### src/rtl/bus_pkg.sv
`default_nettype none
// +--------------------------------------------------------------------+
// | bus_pkg : shared state type and constants for the bus arbiter      |
// | Rev 1.0                                                            |
// +--------------------------------------------------------------------+
package bus_pkg;

    typedef enum logic [1:0] {
        IDLE    = 2'd0,
        BUSY    = 2'd1,
        RELEASE = 2'd2
    } state_e;

    localparam int ARB_FIXED = 0;
    localparam int ARB_RR    = 1;

    localparam int BUS_AW = 32;
    localparam int BUS_DW = 32;

endpackage
`default_nettype wire

### src/rtl/bus_arb_select.sv
`default_nettype none
// +--------------------------------------------------------------------+
// | bus_arb_select : combinational winner pick, fixed or rotating      |
// | Rev 1.0                                                            |
// +--------------------------------------------------------------------+
module bus_arb_select #(
    parameter  int NPORTS = 3,
    localparam int GW     = (NPORTS > 1) ? $clog2(NPORTS) : 1
) (
    input  logic [NPORTS-1:0] req_i,
    input  logic [GW-1:0]     ptr_i,
    input  logic              rr_mode_i,
    output logic [GW-1:0]     idx_o,
    output logic              valid_o
);

    logic [GW-1:0]       w_start;
    logic [2*NPORTS-1:0] w_dbl;
    logic [NPORTS-1:0]   w_rot;
    logic [GW-1:0]       w_off;
    logic [GW:0]         w_sum;

    // Rotate so the search always starts at bit 0, then undo the rotation.
    assign w_start = rr_mode_i ? ptr_i : '0;
    assign w_dbl   = {req_i, req_i} >> w_start;
    assign w_rot   = w_dbl[NPORTS-1:0];

    always_comb begin
        w_off = '0;
        for (int k = NPORTS - 1; k >= 0; k--) begin
            if (w_rot[k]) begin
                w_off = GW'(k);
            end
        end
    end

    assign w_sum   = {1'b0, w_start} + {1'b0, w_off};
    assign idx_o   = (w_sum >= (GW+1)'(NPORTS)) ? GW'(w_sum - (GW+1)'(NPORTS))
                                                 : w_sum[GW-1:0];
    assign valid_o = |req_i;

endmodule
`default_nettype wire

### src/rtl/bus_arbiter_n.sv
`default_nettype none
// +--------------------------------------------------------------------+
// | bus_arbiter_n : N-master to single-slave arbiter with timeout abort |
// | Rev 1.0                                                            |
// +--------------------------------------------------------------------+
module bus_arbiter_n
    import bus_pkg::*;
#(
    parameter  int NPORTS   = 3,
    parameter  int ARB_MODE = ARB_FIXED,
    parameter  int TIMEOUT  = 1024,
    parameter  int AW       = BUS_AW,
    parameter  int DW       = BUS_DW,
    localparam int GW       = (NPORTS > 1) ? $clog2(NPORTS) : 1
) (
    input  logic                 i_clock,
    input  logic                 i_reset,
    input  logic [NPORTS-1:0]    i_m_request,
    input  logic [NPORTS-1:0]    i_m_rw,
    input  logic [NPORTS*AW-1:0] i_m_address,
    input  logic [NPORTS*DW-1:0] i_m_wdata,
    output logic [NPORTS-1:0]    o_m_ready,
    output logic [NPORTS*DW-1:0] o_m_rdata,
    output logic [NPORTS-1:0]    o_m_error,
    output logic                 o_bus_request,
    output logic                 o_bus_rw,
    output logic [AW-1:0]        o_bus_address,
    output logic [DW-1:0]        o_bus_wdata,
    input  logic                 i_bus_ready,
    input  logic [DW-1:0]        i_bus_rdata,
    output logic [GW-1:0]        o_grant
);

    localparam int            CW      = (TIMEOUT > 1) ? $clog2(TIMEOUT) : 1;
    localparam logic [CW-1:0] TO_LAST = CW'((TIMEOUT > 0) ? TIMEOUT - 1 : 0);
    localparam logic          RR_MODE = (ARB_MODE == ARB_RR);

    state_e              state_q;
    logic [GW-1:0]       grant_q;
    logic [GW-1:0]       ptr_q;
    logic [GW-1:0]       ptr_d;
    logic [CW-1:0]       cnt_q;
    logic                rw_q;
    logic [AW-1:0]       addr_q;
    logic [DW-1:0]       wdata_q;
    logic                bus_req_q;
    logic [NPORTS-1:0]   ready_q;
    logic [NPORTS-1:0]   error_q;
    logic [NPORTS*DW-1:0] rdata_q;

    logic [GW-1:0]       w_sel_idx;
    logic                w_sel_valid;
    logic                w_timeout_hit;

    bus_arb_select #(
        .NPORTS (NPORTS)
    ) u_select (
        .req_i     (i_m_request),
        .ptr_i     (ptr_q),
        .rr_mode_i (RR_MODE),
        .idx_o     (w_sel_idx),
        .valid_o   (w_sel_valid)
    );

    assign ptr_d         = (grant_q == GW'(NPORTS - 1)) ? '0 : grant_q + GW'(1);
    assign w_timeout_hit = (TIMEOUT != 0) && (cnt_q == TO_LAST);

    always_ff @(posedge i_clock or posedge i_reset) begin
        if (i_reset) begin
            state_q   <= IDLE;
            grant_q   <= '0;
            ptr_q     <= '0;
            cnt_q     <= '0;
            rw_q      <= 1'b0;
            addr_q    <= '0;
            wdata_q   <= '0;
            bus_req_q <= 1'b0;
            ready_q   <= '0;
            error_q   <= '0;
            rdata_q   <= '0;
        end else begin
            ready_q <= '0;
            error_q <= '0;
            case (state_q)
                IDLE: begin
                    if (w_sel_valid) begin
                        grant_q   <= w_sel_idx;
                        rw_q      <= i_m_rw[w_sel_idx];
                        addr_q    <= i_m_address[w_sel_idx*AW +: AW];
                        wdata_q   <= i_m_wdata[w_sel_idx*DW +: DW];
                        cnt_q     <= '0;
                        bus_req_q <= 1'b1;
                        state_q   <= BUSY;
                    end
                end
                BUSY: begin
                    // A ready arriving on the expiry cycle still counts as success.
                    if (i_bus_ready) begin
                        ready_q[grant_q] <= 1'b1;
                        if (!rw_q) begin
                            rdata_q[grant_q*DW +: DW] <= i_bus_rdata;
                        end
                        bus_req_q <= 1'b0;
                        state_q   <= RELEASE;
                    end else if (w_timeout_hit) begin
                        ready_q[grant_q]          <= 1'b1;
                        error_q[grant_q]          <= 1'b1;
                        rdata_q[grant_q*DW +: DW] <= '0;
                        bus_req_q                 <= 1'b0;
                        state_q                   <= RELEASE;
                    end else begin
                        cnt_q <= cnt_q + CW'(1);
                    end
                end
                RELEASE: begin
                    if (RR_MODE) begin
                        ptr_q <= ptr_d;
                    end
                    state_q <= IDLE;
                end
                default: begin
                    state_q <= IDLE;
                end
            endcase
        end
    end

    assign o_m_ready     = ready_q;
    assign o_m_error     = error_q;
    assign o_m_rdata     = rdata_q;
    assign o_bus_request = bus_req_q;
    assign o_bus_rw      = rw_q;
    assign o_bus_address = addr_q;
    assign o_bus_wdata   = wdata_q;
    assign o_grant       = grant_q;

endmodule
`default_nettype wire

### config.mk
export PLATFORM = sky130hd
export DESIGN_NAME = bus_arbiter_n
export DESIGN_NICKNAME = d
export VERILOG_FILES = /design/src/rtl/bus_pkg.sv /design/src/rtl/bus_arb_select.sv /design/src/rtl/bus_arbiter_n.sv
export SDC_FILE = /design/constraint.sdc
export NUM_CORES = 1
export LEC_CHECK = 0
export ABC_AREA = 1
export ABC_CLOCK_PERIOD_IN_PS = 17310
export CAP_MARGIN = 20
export CORE_AREA = 5 5 154 156
export CTS_CLUSTER_SIZE = 25
export DETAILED_ROUTE_END_ITERATION = 6
export DIE_AREA = 0 0 159 161
export HOLD_SLACK_MARGIN = 0.08
export PLACE_DENSITY = 0.79
export SETUP_SLACK_MARGIN = 0.3
export SLEW_MARGIN = 20
export SYNTH_ARGS = -nofsm -noshare
export SYNTH_HDL_FRONTEND = slang
export SYNTH_SLANG_ARGS = --single-unit
### constraint.sdc
create_clock -name i_clock -period 17.31 [get_ports i_clock]
set_input_delay 3.462 -clock i_clock [delete_from_list [all_inputs] [get_ports i_clock]]
set_output_delay 3.462 -clock i_clock [all_outputs]
set_load 0.01 [all_outputs]
# ---- Yosys cells after proc, flatten, opt, wreduce, memory -nomap -nowiden
# Cells that the tools add are included.
dict set report op_classes {
  add_sub_neg 3
  n_eq_ne 7
  n_reduce_logical 10
  mux 30
  n_lt_le_gt_ge 4
  shifts 5
}
# op n
set ops {}
lappend ops {{$mux 96} 3}
lappend ops {{$bwmux 96} 2}
lappend ops {{$shiftx 96x8->32} 2}
lappend ops {{$shift 32x34->96 const A} 1}
lappend ops {{$shiftx 32x34->96} 1}
lappend ops {{$shiftx 32x34->96 const A} 1}
lappend ops {{$neg 7->34} 1}
lappend ops {{$mux 10} 3}
lappend ops {{$pmux 10 s2} 1}
lappend ops {{$mux 3} 5}
lappend ops {{$mux 2} 7}
lappend ops {{$add 10x1->10 const B} 1}
lappend ops {{$eq 10x10->1 const B} 1}
lappend ops {{$lt 2x3->1 const B} 2}
lappend ops {{$ne 2x2->1 const B} 3}
lappend ops {{$reduce_and 3->1} 2}
lappend ops {{$mux 1} 5}
lappend ops {{$pmux 2 s2} 1}
lappend ops {{$reduce_and 2->1} 2}
lappend ops {{$reduce_and 4->1} 1}
lappend ops {{$reduce_bool 2->1} 2}
lappend ops {{$ne 3x3->1 const B} 1}
lappend ops {{$reduce_or 3->1} 1}
lappend ops {{$bmux 1 s2} 1}
lappend ops {{other kinds (9)} 9}
dict set report word_totals {
  regBits 182
  inputBits 233
  elab_cells 69
  output_inout_bits 170
}

# ---- Logic depth before layout (Yosys ltp)
dict set report logic_depth {
  ltp_word 7
  ltp_mapped 9
  depth_no_buf 8
}

# ---- Modules after synthesis
# A second synthesis with hierarchy kept.
dict set report unflattened {
  hier_cells 1210
  area_unflattened_um2 9287.7
}
# module cells_each area_each_um2 n_inst
set by_module_without_submodules {}
lappend by_module_without_submodules {bus_arbiter_n 1166 9056.2 1}
lappend by_module_without_submodules {bus_arb_select 44 231.5 1}

# ---- Worst setup path before layout
# Ideal clock, no wire load.
dict set report synth_path {
  path_type {input to register}
  start {in i_m_request[1]}
  end {reg addr_q[0] (netlist: o_bus_address[0])}
  arrival_time_ns 4.379
  setup_ns 0.077
  cell_stages 7
  required_ns 17.233
  setup_slack_ns 12.853
  cell_sequence {nor2_1 nand2_1 inv_1 buf_2 clkbuf_1 a21oi_1 a21oi_1}
}
dict set report synth_between {
  elab_chain_cells 5
  word_cells_on_any_way 8
}
# element line_no
set synth_rtl {}
lappend synth_rtl {{start: declaration} bus_arbiter_n.sv:18} ;# input logic [NPORTS-1:0] i_m_request,
lappend synth_rtl {{$mux 2 (2 in series)} bus_arb_select.sv:31} ;# if (w_rot[k]) begin
lappend synth_rtl {{$sub 2x2->2 or $ge 2x2->1 (tied branches)} bus_arb_select.sv:38} ;# assign idx_o = (w_sum >= (GW+1)'(NPORTS)) ? GW'(w_sum - (GW+1)'(NPORTS))
lappend synth_rtl {{$mux 2} bus_arb_select.sv:38}
lappend synth_rtl {{$shiftx 96x8->32} bus_arbiter_n.sv:89} ;# addr_q <= i_m_address[w_sel_idx*AW +: AW];
lappend synth_rtl {{end signal: assignment} bus_arbiter_n.sv:89}
lappend synth_rtl {{end: declaration} bus_arbiter_n.sv:44} ;# logic [AW-1:0] addr_q;
# Several ways; a longest one is shown, not always the timed one.
# A chain may end at the register's enable or synchronous reset.

# ---- Final worst setup path
dict set report layout_path {
  start {in i_bus_ready}
  end {reg rdata_q[36] (netlist: o_m_rdata[36])}
}
dict set report layout_between {
  elab_chain_cells 2
  word_cells_on_any_way 4
}
# element line_no
set layout_rtl {}
lappend layout_rtl {{start: declaration} bus_arbiter_n.sv:29} ;# input logic i_bus_ready,
lappend layout_rtl {{$ne 2x2->1 (no line) or $reduce_bool 2->1 (tied branches)} n/a}
lappend layout_rtl {{$reduce_and 3->1 (no line)} n/a}
lappend layout_rtl {{end signal: indexed assignment} bus_arbiter_n.sv:101} ;# rdata_q[grant_q*DW +: DW] <= i_bus_rdata;
lappend layout_rtl {{end: declaration} bus_arbiter_n.sv:49} ;# logic [NPORTS*DW-1:0] rdata_q;
# Several ways; a longest one is shown, not always the timed one.

==> flow_metrics.tcl <==
set metrics [dict create \
    run_status "finished, final reports clean" \
    place_congestion 0.891 \
    synth_commonest_cells "292 x nand2_1, 182 x dfrtp_1, 131 x a21oi_1" \
    insertion_delay_ns 0.43 \
    path_cells "clkdlybuf4s50_1 -> nand2_2 -> buf_4 -> nand4_2 -> nand2_1 -> nand2_1" \
    die_h_um 161 \
    crit_path_end_kind "register" \
    n_fill_cell 1942 \
    postPlaceCellArea_um2 13300 \
    synth_top_area_share_pct 49.3 \
    fin_crit_sh_pct 35.2 \
    drv_slew 0 \
    skew_ns 0.0161 \
    stdcell_area_um2 13900 \
    hp-start "o_bus_request$_DFFE_PP0P_" \
    maxCapViolCount 0 \
    relSlewSlack_pct 31.9 \
    hold_violations 0 \
    io_buffers 402 \
    yosysMostFrequentCell "nand2_1" \
    numCtsBuffers 17 \
    via_per_inst 5.36 \
    reg2reg_depth 6 \
    cts_setup_buffers 0 \
    syn_to_final_growth_pct 50.4 \
    initial_utilization_pct 41.6 \
    core_um2 22200 \
    grt_pass1_vias 9439 \
    ios 403 \
    clock_path_buffers 2 \
    whs_endpoint "o_bus_request$_DFFE_PP0P_" \
    dieArea_um2 25600 \
    regToRegStartpoint "state_q[1]$_DFFE_PP0P_" \
    drc 0 \
    grtUsageTotal_pct 25.6 \
    num_rows 55 \
    crit_fanout 67 \
    async_flop_share_pct 100 \
    whs_path_depth 2 \
    worst_ep_arrival_time_ns 6.39 \
    p_leak_nw 6.27 \
    ctsRootBufferMaster "clkbuf_16" \
    p_per_area_nw_per_um2 132 \
    slowest_delay_ns 0.89 \
    grt_pass1_wl_mm 52.5 \
    wl_mm 34.1 \
    setup_violations 0 \
    grt_max_degree 98 \
    synth_seq_cells 182 \
    crit_required_ns 17.62 \
    dr.pass1.iters 7 \
    synth_top_cells_by_area "dfrtp_1 49%, nand2_1 12%, a21oi_1 7.1%" \
    path_clk_slew_ns 0.07 \
    synth.net_count 1412 \
    ys_types 31 \
    worst_path_most_repeated_cell "nand2_1" \
    slowest_stage "nand4_2" \
    ys_warn_count 0 \
    antenna_violating_nets_post_route 0 \
    antenna_found_initial 6 \
    syn_area_um2 9240 \
    cts_tree "yes" \
    cts.sinks 182 \
    worstSetupPathType "input pin to register" \
    timing.fmax_ghz 0.164 \
    start_kind "input pin" \
    r2r_setup_slack_ns 14.53 \
    cts_resized 0 \
    hp-class "register to register" \
    period_needed_ns 6.09 \
    place.detailed.hpwl_mm 25.0 \
    yosysTopAreaCell "dfrtp_1" \
    grt.overflow.total 0 \
    die_w_um 159 \
    vias 9714 \
    drive_gt1_share_pct 4.33 \
    r2r-end "o_bus_wdata[20]$_DFFE_PP0P_" \
    setup-tns-final_ns 0 \
    seq_area_frac_synth_pct 49.3 \
    peakVddDrop_v 0.0000824 \
    fin_nets 1750 \
    syn_inst 1174 \
    synth_ff_type "dfrtp_1" \
    worst_slew_pin_slew_ns 1.02 \
    syn_avg_cell_area_um2 7.87 \
    synth_edf_count 0 \
    hold_buffers 0 \
    h-tree-depth 4 \
    wire_per_inst_um 18.8 \
    rsz0062_at_grt "false" \
    drt_iter0_markers 801 \
]
==> worst max-delay path, delay by kind of cell <==
family / cells / cell delay, ns
AND/OR/NAND/NOR: 4 / 1.48
buffers and inverters: 2 / 1.43
==> sequential cells by signal (all words and copies together), names as in the netlist <==
name,flops
o_grant,2
o_m_error,3
o_bus_wdata,32
o_m_rdata,96
o_bus_address,32
cnt_q,10
state_q,2
o_bus_rw,1
o_bus_request,1
o_m_ready,3
==> worst max path at each step <==
stage	start	end	slack (ns)	depth (start not counted)
CTS	i_bus_ready	o_m_rdata[36]$_DFFE_PP0P_	11.24	6
global placement	i_bus_ready	o_m_rdata[40]$_DFFE_PP0P_	10.91	6
finish	i_bus_ready	o_m_rdata[36]$_DFFE_PP0P_	11.22	6
global route	i_bus_ready	o_m_rdata[36]$_DFFE_PP0P_	11.00	6
detailed placement	i_bus_ready	o_m_rdata[36]$_DFFE_PP0P_	10.80	6
floorplan	i_reset	cnt_q[0]$_DFFE_PP0P_	8.90	1
==> layer usage <==
| metal | part of all wire (%) | vias up | track usage, % |
|---|---|---|---|
| li1 | - | 4613 | - |
| met1 | 38 | 4546 | 30.4 |
| met2 | 48 | 478 | 42.8 |
| met3 | 9.1 | 73 | 7.81 |
| met4 | 4.4 | 4 | 11.9 |
| met5 | 0.073 | - | 0 |
==> report_power, final <==
group | total [mW] | internal, mW | switching (mW)
Clock | 0.380 | 0.195 | 0.185
Combinational | 0.831 | 0.363 | 0.468
Sequential | 0.620 | 0.547 | 0.0732
Total | 1.83 | 1.10 | 0.726
==> area by class of cell <==
type                            instances  area (um2)  share of cell area, %
Antenna cell                            4        10.0                 0.0720
Timing Repair Buffer                  413        4110                   29.6
Multi-Input combinational cell        787        3880                   27.9
Clock buffer                           18         439                   3.16
Clock inverter                         14         129                  0.927
Tap cell                              285         357                   2.56
Inverter                              111         424                   3.05
Sequential cell                       182        4550                   32.7
==> layout by cell type (no fill, tap or decap), drive strengths merged <==
cell type / instances
nand2: 293
ha: 5
o21ai: 42
buf: 11
clkdlybuf4s50: 402
nand3: 29
clkinv: 5
a21oi: 132
clkinvlp: 1
or2: 1
dfrtp: 182
nor3: 27
inv: 119
nand4: 66
diode: 4
xor2: 2
nor2: 97
o211ai: 65
clkbuf: 18
nor4: 23
o21bai: 2
nand3b: 3
==> per-stage QoR <==
| step | hold WS [ns] | total power, mW | instances | setup WS, ns | utilization (%) |
|---|---|---|---|---|---|
| finish | 0.479 | 1.83 | 1814 | 11.22 | 62.6 |
| global route | 0.509 | 1.94 | 1814 | 11.00 | 62.6 |
| detailed placement | 0.466 | 1.46 | 1778 | 10.80 | 59.9 |
| floorplan | 0.490 | 1.04 | 1174 | 8.90 | - |
| CTS | 0.484 | 1.84 | 1810 | 11.24 | 62.5 |
| global placement | 0.463 | 1.44 | 1778 | 10.91 | 59.9 |
==> cell families (layout without fill, tap and decap cells) <==
| logic type | after synthesis | after routing | synth area share [%] |
|---|---|---|---|
| other | 0 | 4 | 0 |
| and+or+nand+nor | 539 | 539 | 25.8 |
| adders and majority gates | 5 | 5 | 0.677 |
| AOI/OAI and AO/OA | 241 | 241 | 15.0 |
| buffers and inverters | 205 | 556 | 9.07 |
| xor gates and xnor gates | 2 | 2 | 0.190 |
| DFF | 182 | 182 | 49.3 |
Note: power is estimated with default switching activity, not from simulation.
